==> src/rtl/key_input_pkg.sv <==
// Shared definitions for the debounced key reader: state encoding,
// counter width and the board-clock timing defaults.
package key_input_pkg;

    // Width of the debounce and hold counters.
    localparam int CNT_W = 32;

    // Per-channel debounce FSM encoding.
    localparam logic [1:0] ST_RELEASED     = 2'd0;
    localparam logic [1:0] ST_PRESS_WAIT   = 2'd1;
    localparam logic [1:0] ST_PRESSED      = 2'd2;
    localparam logic [1:0] ST_RELEASE_WAIT = 2'd3;

    // Defaults for the 12 MHz board clock: 20 ms debounce, 1 s long press.
    localparam logic [CNT_W-1:0] DEF_DEB_CNT  = 32'd240000;
    localparam logic [CNT_W-1:0] DEF_LONG_CNT = 32'd12000000;

    // True while the accepted key state is "pressed", i.e. the states in
    // which the hold counter runs.
    function automatic logic is_held(input logic [1:0] st);
        return (st == ST_PRESSED) || (st == ST_RELEASE_WAIT);
    endfunction

endpackage

==> src/rtl/key_input_ch.sv <==
// One key channel: two-flop synchroniser, debounce FSM, hold counter and
// registered level / press / release / long-press outputs.
module key_input_ch
    import key_input_pkg::*;
#(
    parameter logic [CNT_W-1:0] DEB_CNT  = DEF_DEB_CNT,
    parameter logic [CNT_W-1:0] LONG_CNT = DEF_LONG_CNT
) (
    input  logic clk,
    input  logic rst,
    input  logic key_n,
    output logic level,
    output logic press,
    output logic release_pulse,
    output logic long_press
);

    localparam logic [CNT_W-1:0] DEB_LAST  = DEB_CNT - 1;
    localparam logic [CNT_W-1:0] LONG_LAST = LONG_CNT - 1;

    logic             sync1_q, sync2_q;
    logic [1:0]       state_q, state_d;
    logic [CNT_W-1:0] dcnt_q, dcnt_d;
    logic [CNT_W-1:0] hcnt_q, hcnt_d;
    logic             level_q, level_d;
    logic             press_q, press_d;
    logic             release_q, release_d;
    logic             long_q, long_d;
    logic             s;

    assign s = ~sync2_q;

    // Next-state logic: debounce walk between the four states, hold counting.
    always_comb begin
        state_d   = state_q;
        dcnt_d    = dcnt_q;
        hcnt_d    = hcnt_q;
        level_d   = level_q;
        press_d   = 1'b0;
        release_d = 1'b0;
        long_d    = 1'b0;

        if (is_held(state_q) && (hcnt_q != LONG_CNT)) begin
            hcnt_d = hcnt_q + 1'b1;
            long_d = (hcnt_q == LONG_LAST);
        end

        case (state_q)
            ST_RELEASED: begin
                if (s) begin
                    state_d = ST_PRESS_WAIT;
                    dcnt_d  = '0;
                end
            end
            ST_PRESS_WAIT: begin
                if (!s) begin
                    state_d = ST_RELEASED;
                end else if (dcnt_q == DEB_LAST) begin
                    state_d = ST_PRESSED;
                    level_d = 1'b1;
                    press_d = 1'b1;
                    hcnt_d  = '0;
                end else begin
                    dcnt_d = dcnt_q + 1'b1;
                end
            end
            ST_PRESSED: begin
                if (!s) begin
                    state_d = ST_RELEASE_WAIT;
                    dcnt_d  = '0;
                end
            end
            ST_RELEASE_WAIT: begin
                if (s) begin
                    state_d = ST_PRESSED;
                end else if (dcnt_q == DEB_LAST) begin
                    state_d   = ST_RELEASED;
                    level_d   = 1'b0;
                    release_d = 1'b1;
                end else begin
                    dcnt_d = dcnt_q + 1'b1;
                end
            end
            default: begin
                state_d = ST_RELEASED;
            end
        endcase
    end

    // State, counters, synchroniser and output registers with async reset.
    always_ff @(posedge clk or posedge rst) begin
        if (rst) begin
            sync1_q   <= 1'b1;
            sync2_q   <= 1'b1;
            state_q   <= ST_RELEASED;
            dcnt_q    <= '0;
            hcnt_q    <= '0;
            level_q   <= 1'b0;
            press_q   <= 1'b0;
            release_q <= 1'b0;
            long_q    <= 1'b0;
        end else begin
            sync1_q   <= key_n;
            sync2_q   <= sync1_q;
            state_q   <= state_d;
            dcnt_q    <= dcnt_d;
            hcnt_q    <= hcnt_d;
            level_q   <= level_d;
            press_q   <= press_d;
            release_q <= release_d;
            long_q    <= long_d;
        end
    end

    assign level         = level_q;
    assign press         = press_q;
    assign release_pulse = release_q;
    assign long_press    = long_q;

endmodule

==> src/rtl/key_input.sv <==
// Debounced reader for NKEY active-low push buttons; one independent
// channel per key, outputs concatenated bit-per-key.
module key_input
    import key_input_pkg::*;
#(
    parameter int               NKEY     = 3,
    parameter logic [CNT_W-1:0] DEB_CNT  = DEF_DEB_CNT,
    parameter logic [CNT_W-1:0] LONG_CNT = DEF_LONG_CNT
) (
    input  logic            clk,
    input  logic            rst,
    input  logic [NKEY-1:0] key_n,
    output logic [NKEY-1:0] level,
    output logic [NKEY-1:0] press,
    output logic [NKEY-1:0] release_pulse,
    output logic [NKEY-1:0] long_press
);

    // One fully independent debounce channel per key pin.
    for (genvar i = 0; i < NKEY; i++) begin : g_ch
        key_input_ch #(
            .DEB_CNT  (DEB_CNT),
            .LONG_CNT (LONG_CNT)
        ) u_ch (
            .clk           (clk),
            .rst           (rst),
            .key_n         (key_n[i]),
            .level         (level[i]),
            .press         (press[i]),
            .release_pulse (release_pulse[i]),
            .long_press    (long_press[i])
        );
    end

endmodule

==> config.mk <==
export PLATFORM = sky130hd
export DESIGN_NAME = key_input
export DESIGN_NICKNAME = d
export VERILOG_FILES = /design/src/rtl/key_input_pkg.sv /design/src/rtl/key_input_ch.sv /design/src/rtl/key_input.sv
export SDC_FILE = /design/constraint.sdc
export NUM_CORES = 1
export LEC_CHECK = 0
export ABC_AREA = 1
export BUFFER_PORTS_ARGS = -buffer_cell sky130_fd_sc_hd__buf_2
export CAP_MARGIN = 30
export CORE_MARGIN = 1
export CORE_UTILIZATION = 50
export DETAILED_ROUTE_END_ITERATION = 6
export GPL_TIMING_DRIVEN = 1
export PLACE_DENSITY = 0.65
export SYNTH_ARGS = -nofsm -noshare
export SYNTH_HDL_FRONTEND = slang
export SYNTH_SLANG_ARGS = --single-unit
==> constraint.sdc <==
create_clock -name clk -period 16.8 [get_ports clk]
set_input_delay 3.36 -clock clk [delete_from_list [all_inputs] [get_ports clk]]
set_output_delay 3.36 -clock clk [all_outputs]
set_load 0.03 [all_outputs]
==> results.json <==
{
  "syn2layout_area_growth_pct": 8.28,
  "dieWidth_um": 178,
  "die_h_um": 178,
  "wl_mm": 40.7,
  "grt_pass1_wl_mm": 68.9,
  "worstHoldPathCells": 0,
  "synth.most_common_cell": "nand2_1",
  "reg2reg_slack_ps": 13830,
  "nNetsFinal": 2490,
  "grt_max_degree": 126,
  "die-area_mm2": 0.0315,
  "hold_path.startpoint": "g_ch[2].u_ch.sync1_q$_DFF_PP1_",
  "p_total_mw": 1.17,
  "finalCriticalPeriod_ps": 4460,
  "finalNonFillerCells": 2886,
  "yosysTopAreaCell": "dfrtp_1",
  "synth-seq-cells": 216,
  "synth-edff-count": 0,
  "clk_latency_ps": 540,
  "worstSetupEndpointType": "output pin",
  "netlist_area_mm2": 0.0154,
  "maxCapViolations": 0,
  "start_util_pct": 51.4,
  "htree_levels": 1,
  "finalSetupTns_ps": 0,
  "status": "finished clean",
  "wire_per_inst_um": 14.1,
  "synth_ff_type": "dfrtp_1",
  "cts_setup_buffers": 0,
  "critical_path.top_delay_family": "flip-flops",
  "cts_sinks": 216,
  "finalHoldViolations": 0,
  "first_iter_violations": 1192,
  "cts_tree": "built",
  "firstDrtPassIters": 5,
  "start_kind": "flop",
  "viasPerCell": 5.21,
  "rsz0062_at_grt": "no",
  "ys_async_sr_fraction_pct": 100,
  "fin_crit_sh_pct": 26.6,
  "slowest_stage": "dfrtp_1",
  "tightestPinTransition_ps": 951,
  "io_buffers": 16,
  "slowest_delay_ps": 380,
  "critPathMaxFanout": 1,
  "holdPathEnd": "g_ch[2].u_ch.sync2_q$_DFF_PP1_",
  "hpwl_mm": 30.1,
  "ys_types": 40,
  "setup_viol": 0,
  "regToRegEndpoint": "g_ch[0].u_ch.dcnt_q[23]$_DFFE_PP0P_",
  "antenna_found_initial": 0,
  "ctsHoldBuffers": 0,
  "gp_congestion": 0.925,
  "power_density_mw_per_mm2": 70.2,
  "grt_usage_pct": 26.8,
  "yosys-top-cells-count": "890 x nand2_1, 422 x nor2_1, 292 x inv_1",
  "cts_made_buffers": 27,
  "crit_buf_inv": 1,
  "worstPathArrival_ps": 1100,
  "rows": 63,
  "fmax_ghz": 0.224,
  "yosysWarnings": 0,
  "worstPathRequired_ps": 13440,
  "syn_area_per_cell_um2": 6.18,
  "placedCellCount": 2836,
  "hold_slack_ps": 361,
  "ant_nets": 0,
  "path_class": "flop to output pin",
  "path_cells": "buf_2",
  "grt_pass1_vias": 13710,
  "synth_top_area_share_pct": 34.1,
  "cts_buffer_depth": 3,
  "relSlewSlack_pct": 36.6,
  "postLayoutCoreUtil_pct": 55.7,
  "core-area_mm2": 0.0300,
  "fin_skew_ps": 9.57,
  "syn_nets": 2506,
  "cts_root_buf": "clkbuf_16",
  "ir_drop_v": 0.0000771,
  "synth_seq_area_share_pct": 35.1,
  "ios": 17,
  "hp-class": "flop to flop",
  "slew_violations": 0,
  "grt_remaining_overflow": 0,
  "vias": 15048,
  "layout-drive-gt1-share_pct": 4.89,
  "syn_inst": 2492,
  "diodes": 0,
  "p_leak_nw": 7.79,
  "fill_cells": 3080,
  "drc": 0,
  "clkTransAtPathRegs_ps": 60,
  "cts_resized": 0,
  "synth_area_leaders": "dfrtp_1 34%, nand2_1 22%, nor2_1 10%",
  "timing.rr.start": "g_ch[0].u_ch.dcnt_q[0]$_DFFE_PP0P_",
  "reg2reg_depth": 11
}
==> sequential cells by signal, indices dropped and copies added, names as in the netlist, named ones only <==
signal / flops
g_ch.u_ch.dcnt_q: 96
g_ch.u_ch.hcnt_q: 96
g_ch.u_ch.level: 3
g_ch.u_ch.long_press: 3
g_ch.u_ch.press: 3
g_ch.u_ch.release_pulse: 3
g_ch.u_ch.state_q: 3
g_ch.u_ch.sync1_q: 3
g_ch.u_ch.sync2_q: 3
==> cell families (layout without fill, tap and decap cells) <==
group           after synthesis  after routing  synth area share, %
xor+xnor                     54             54                 3.07
simple gates               1669           1669                 45.0
buf+inv                     379            383                 9.99
compound gates              165            165                 6.14
fa+ha+maj                     9              9                0.731
flops                       216            216                 35.1
==> power breakdown <==
group	total (mW)	internal, mW	switching, mW
Clock	0.607	0.380	0.228
Sequential	0.530	0.525	0.00574
Combinational	0.0340	0.00652	0.0275
==> layout make-up <==
cell class | count | area [µm²] | share of cell area, %
Inverter | 308 | 1170 | 7.01
Clock inverter | 6 | 109 | 0.652
Multi-Input combinational cell | 1897 | 8470 | 50.7
Tap cell | 390 | 488 | 2.92
Sequential cell | 216 | 5410 | 32.4
Clock buffer | 43 | 826 | 4.95
Timing Repair Buffer | 26 | 215 | 1.29
==> per-stage QoR <==
stage	instance area [µm²]	setup WS (ps)
6_report	16700	12340
5_1_grt	16700	12260
4_1_cts	16700	12150
3_5_place_dp	15700	11560
3_3_place_gp	15700	11490
2_1_floorplan	15400	7540
==> metal layers <==
metal  vias to the layer above  track usage (%)  part of all wire, %
met1                      6876             41.5                   51
met5                         -                0                    0
met4                         0             6.27                  1.9
met3                        47             2.68                  5.5
met2                       375             39.6                   41
li1                       7750                -                    -
==> layout by cell type (no fill, tap or decap), drive strengths merged, types with 5 or more instances in the layout <==
| master | instances |
|---|---|
| clkinv | 6 |
| nor3 | 65 |
| dfstp | 6 |
| clkbuf | 43 |
| inv | 305 |
| xor2 | 41 |
| buf | 26 |
| dfrtp | 210 |
| ha | 9 |
| o21ai | 129 |
| o31ai | 24 |
| nand4 | 51 |
| xnor2 | 13 |
| nor2 | 428 |
| nand3b | 26 |
| or2 | 6 |
| o21bai | 5 |
| nand3 | 193 |
| nand2 | 894 |
==> worst max-delay path by stage <==
stage	depth (start not counted)	slack, ps	to	startpoint
floorplan	1	7540	asynchronous set/reset pin	rst
global placement	3	11490	g_ch[2].u_ch.dcnt_q[18]$_DFFE_PP0P_	rst
detailed placement	4	11560	g_ch[2].u_ch.hcnt_q[17]$_DFF_PP0_	rst
CTS	4	12150	g_ch[1].u_ch.dcnt_q[29]$_DFFE_PP0P_	rst
global route	5	12260	g_ch[1].u_ch.sync2_q$_DFF_PP1_	rst
finish	1	12340	release_pulse[1]	g_ch[1].u_ch.release_pulse$_DFF_PP0_
No activity file was read; power rests on OpenSTA's default activity.
